### src/rtl/shift_tx.sv
// Serial transmitter for an external shift-register chain: shifts a parallel word out MSB first
// on sclk/sdat, then strobes latch and pulses done. Every output is a dedicated flop.
//
//   state    | meaning
//   ---------+--------------------------------------------------------------
//   IDLE     | ready=1, waiting for req; sdat holds its last value
//   SHIFT_LO | sclk low, sdat carries the current bit (setup half-period)
//   SHIFT_HI | sclk high, sdat unchanged (hold half-period)
//   LATCH    | sclk low, latch strobe high for one half-period
//   DONE     | one-cycle done pulse, then back to IDLE
module shift_tx #(
  parameter int DATA_BITS = 16,
  parameter int CLK_DIV   = 50
) (
  input  logic                 clk,
  input  logic                 rst,
  input  logic [DATA_BITS-1:0] data,
  input  logic                 req,
  output logic                 ready,
  output logic                 done,
  output logic                 sclk,
  output logic                 sdat,
  output logic                 latch
);

  localparam int CNT_W = (CLK_DIV > 1) ? $clog2(CLK_DIV) : 1;
  localparam int BIT_W = (DATA_BITS > 1) ? $clog2(DATA_BITS) : 1;
  localparam logic [CNT_W-1:0] CNT_MAX = CNT_W'(CLK_DIV - 1);
  localparam logic [BIT_W-1:0] BIT_MAX = BIT_W'(DATA_BITS - 1);

  localparam logic [2:0] S_IDLE     = 3'd0;
  localparam logic [2:0] S_SHIFT_LO = 3'd1;
  localparam logic [2:0] S_SHIFT_HI = 3'd2;
  localparam logic [2:0] S_LATCH    = 3'd3;
  localparam logic [2:0] S_DONE     = 3'd4;

  logic [2:0]           r_state;
  logic [CNT_W-1:0]     r_cnt;
  logic [BIT_W-1:0]     r_bit;
  logic [DATA_BITS-1:0] r_shift;
  logic                 r_ready;
  logic                 r_done;
  logic                 r_sclk;
  logic                 r_sdat;
  logic                 r_latch;
  logic [DATA_BITS-1:0] w_shift_nxt;

  // The bit in flight always sits at the MSB of r_shift.
  assign w_shift_nxt = r_shift << 1;

  always_ff @(posedge clk) begin
    if (rst) begin
      r_state <= S_IDLE;
      r_cnt   <= '0;
      r_bit   <= '0;
      r_shift <= '0;
      r_ready <= 1'b1;
      r_done  <= 1'b0;
      r_sclk  <= 1'b0;
      r_sdat  <= 1'b0;
      r_latch <= 1'b0;
    end else begin
      r_done <= 1'b0;
      case (r_state)
        S_IDLE: begin
          if (req) begin
            r_shift <= data;
            r_sdat  <= data[DATA_BITS-1];
            r_bit   <= BIT_MAX;
            r_cnt   <= CNT_MAX;
            r_ready <= 1'b0;
            r_state <= S_SHIFT_LO;
          end
        end
        S_SHIFT_LO: begin
          if (r_cnt == '0) begin
            r_cnt   <= CNT_MAX;
            r_sclk  <= 1'b1;
            r_state <= S_SHIFT_HI;
          end else begin
            r_cnt <= r_cnt - 1'b1;
          end
        end
        S_SHIFT_HI: begin
          if (r_cnt == '0) begin
            r_cnt  <= CNT_MAX;
            r_sclk <= 1'b0;
            if (r_bit == '0) begin
              r_latch <= 1'b1;
              r_state <= S_LATCH;
            end else begin
              // sdat only moves here, a full half-period after the sclk rise.
              r_bit   <= r_bit - 1'b1;
              r_shift <= w_shift_nxt;
              r_sdat  <= w_shift_nxt[DATA_BITS-1];
              r_state <= S_SHIFT_LO;
            end
          end else begin
            r_cnt <= r_cnt - 1'b1;
          end
        end
        S_LATCH: begin
          if (r_cnt == '0) begin
            r_latch <= 1'b0;
            r_done  <= 1'b1;
            r_state <= S_DONE;
          end else begin
            r_cnt <= r_cnt - 1'b1;
          end
        end
        S_DONE: begin
          r_ready <= 1'b1;
          r_state <= S_IDLE;
        end
        default: begin
          r_ready <= 1'b1;
          r_sclk  <= 1'b0;
          r_latch <= 1'b0;
          r_state <= S_IDLE;
        end
      endcase
    end
  end

  assign ready = r_ready;
  assign done  = r_done;
  assign sclk  = r_sclk;
  assign sdat  = r_sdat;
  assign latch = r_latch;

endmodule

### config.mk
export PLATFORM = sky130hd
export DESIGN_NAME = shift_tx
export DESIGN_NICKNAME = d
export VERILOG_FILES = /design/src/rtl/shift_tx.sv
export SDC_FILE = /design/constraint.sdc
export NUM_CORES = 1
export LEC_CHECK = 0
export CORE_MARGIN = 2
export CORE_UTILIZATION = 35
export DETAILED_ROUTE_END_ITERATION = 10
export PLACE_DENSITY = 0.55
export SLEW_MARGIN = 40
export SYNTH_ARGS = -nofsm -noshare
export SYNTH_HDL_FRONTEND = slang
export SYNTH_SLANG_ARGS = --single-unit
### constraint.sdc
create_clock -name clk -period 3.6 [get_ports clk]
set_clock_uncertainty 0.1 [all_clocks]
set_input_delay 0.54 -clock clk [delete_from_list [all_inputs] [get_ports clk]]
set_output_delay 0.54 -clock clk [all_outputs]
set_load 0.01 [all_outputs]
==> metrics.txt <==
initial antenna violation count=0; die area=5440 um2; Nets=224; RSZ-0062 raised after global routing=no; dpl ws=0.727 ns; share of layout cells above drive strength 1=0.139; # hold bufs at CTS=0; highest clock rate=0.367 GHz; final period utilization=0.757; Skew-Pair Late Insertion Delay=0.28 ns; final wirelength=3510 um; Post-synth EDFFs=0; leakage power=0.846 nW; clock buffer depth=2; Die Width=73.8 um; CP cell instances=inv_1 -> ha_1 -> or4b_4 -> o41ai_4 -> buf_4 -> nor2_1 -> a311oi_1; drt via density=5.17; Post-Syn Instances=181; simple-gate share of the synthesized area=0.209; Yosys cell types=43; critical path launch point=r_cnt[0]$_SDFFE_PP0P_; Buffers on Ports=23; remaining antenna violation count=0; Iter 0 DRT Violations=71; Min-Delay Path Class=reg -> reg; Seq/Total Area, Yosys=0.388; core area=4720 um2; asr flop ratio synth=0; TritonCTS clock tree=done; DR pass1 iterations=4; fin crit period=2.73 ns; Std-Cell Rows=25; Adder-Cell Fraction of Synth Area=0.0220; Max stage delay on crit path=0.68 ns; R2R cell count=7; syn nets=203; Non-Filler Instances=269; detailed placement HPWL=2530 um; post-CTS sizing=0; CP Class=reg -> reg; WHS Path Cells=2; average instance area after synthesis=9.42 um2; boundary pin count=24; # DRC=0; CP startpoint kind=flop; ys flop type=dfxtp_1; Placed Cells incl. Taps=262; fillers=471; Hold Crit Start=ready$_SDFFE_PP1P_; vias in the first global route=1295; # H-tree levels=2; crit path DAT=2.81 ns; endpoint class of the critical path=flop; Layout area overhead=21.0%; first-pass GRT wire length=5930 um; PwrDens=501 nW/um2; GPL Wtd Cong=0.771; Setup WS post-layout=0.874 ns; most frequent cells in the layout=dfxtp_1 (33), nor2_1 (23), clkdlybuf4s50_1 (23); Die Height=73.8 um; fin. max-slew vios=0; commonest non-fill, non-tap cell in the layout=dfxtp_1; main combinational cell family by area after synthesis=compound AO/OA/AOI/OAI gates; WL per Instance=13.0 um; WP data required=3.68 ns; post-CTS setup buffers=0; starting density of the core=0.361; FF-to-FF Start=r_cnt[0]$_SDFFE_PP0P_; Syn. warnings=0; max_cap viols=0; setup TNS=0 ns; clk slew on worst S/H paths=0.07 ns; largest net degree at the start of global routing=26; Max IR drop VDD=0.226 mV; Antenna diodes=0; Final Hold Viols=0; grt total ovfl=0; CP Max Fanout=25; mux cell area share after synthesis=0.0940; slowest cell on the critical path=o41ai_4; total CTS buffers=5; status=complete, no violations; Slew HR=0.522; total number of vias=1391; Root Buffer=clkbuf_8; Synth Cell Area=1700 um2; Sink Count=33; worst-margin pin slew=0.713 ns; final count of negative-setup-slack endpoints=0; post-synthesis xor/xnor area fraction=0; Synth Register Bits=33; Synth Area in Compound Gates=0.236; Tot GR Track Use=0.141
==> cell usage after synthesis, types with 2 or more instances <==
cell type  count  area share
a311oi_1       2       0.010
a211oi_1       4       0.018
nand2_1        8       0.018
buf_6          2       0.013
inv_1          6       0.013
a31oi_1        2      0.0073
a32oi_1        2       0.010
buf_1          2      0.0044
dfxtp_1       33        0.39
a211oi_2      13       0.095
nor2_2         3       0.011
nor2b_1        2      0.0073
nor2_1        23       0.051
a21boi_0       2      0.0088
ha_1           3       0.022
a21oi_1        7       0.021
or3_1          3       0.011
mux2i_1       16       0.094
o21ai_0        7       0.021
and4_1         2       0.010
nor3_1         7       0.021
nand4_1        2      0.0073
clkbuf_1       6       0.013
nor3b_1        5       0.022
==> through the flow <==
stage          hold slack, ns  cell area, um2   util  power [mW]
6_report                0.345            2060  0.437        1.03
5_1_grt                 0.410            2060  0.437        1.10
4_1_cts                 0.346            2060  0.437        1.05
3_5_place_dp            0.336            1980  0.418       0.760
3_3_place_gp            0.336            1980  0.418       0.750
2_1_floorplan           0.353            1700      -       0.686
==> worst max-delay path: cells and delay by family (launching register included) <==
family | cells | cell delay, ns
flops | 1 | 0.33
compound gates | 2 | 0.92
simple gates | 2 | 0.58
fa+ha+maj | 1 | 0.19
buf+inv | 2 | 0.50
==> cell families after synthesis <==
logic type | after synthesis
buf+inv | 18
fa+ha+maj | 3
mux | 16
compound gates | 46
simple gates | 65
flops | 33
==> final timing paths <==
kind	end	slack, ns
worst max-delay path	r_bit[1]$_SDFFE_PP0P_	0.87
worst min-delay path	ready$_SDFFE_PP1P_	0.34
worst max register to register	r_bit[1]$_SDFFE_PP0P_	0.87
worst min register to register	ready$_SDFFE_PP1P_	0.34
==> registers in the layout (all words and copies together) (netlist names) <==
signal	count
r_cnt	6
ready	1
latch	1
r_shift	15
done	1
r_bit	4
sclk	1
sdat	1
r_state	3
==> cell type report <==
class                      instances  area [um2]  share of cell area
tap                               67        83.8              0.0407
inverter                           6        22.5              0.0109
sequential                        33         661               0.320
timing repair buffer              26         253               0.123
multi-input combinational        130         956               0.464
clock buffer                       7        86.3              0.0419
==> where the power goes <==
part | internal [mW] | switching [mW] | leakage [nW]
Sequential | 0.414 | 0.0476 | 0.273
Clock | 0.152 | 0.132 | 0.0443
Combinational | 0.130 | 0.157 | 0.528
==> metal layers <==
| layer | GRT usage | routed length, um |
|---|---|---|
| met1 | 0.174 | 1670 |
| met2 | 0.233 | 1660 |
| met3 | 0.0329 | 129 |
| met4 | 0.0606 | 49 |
| met5 | 0 | 0 |
Power figures use the tool's default switching activity.
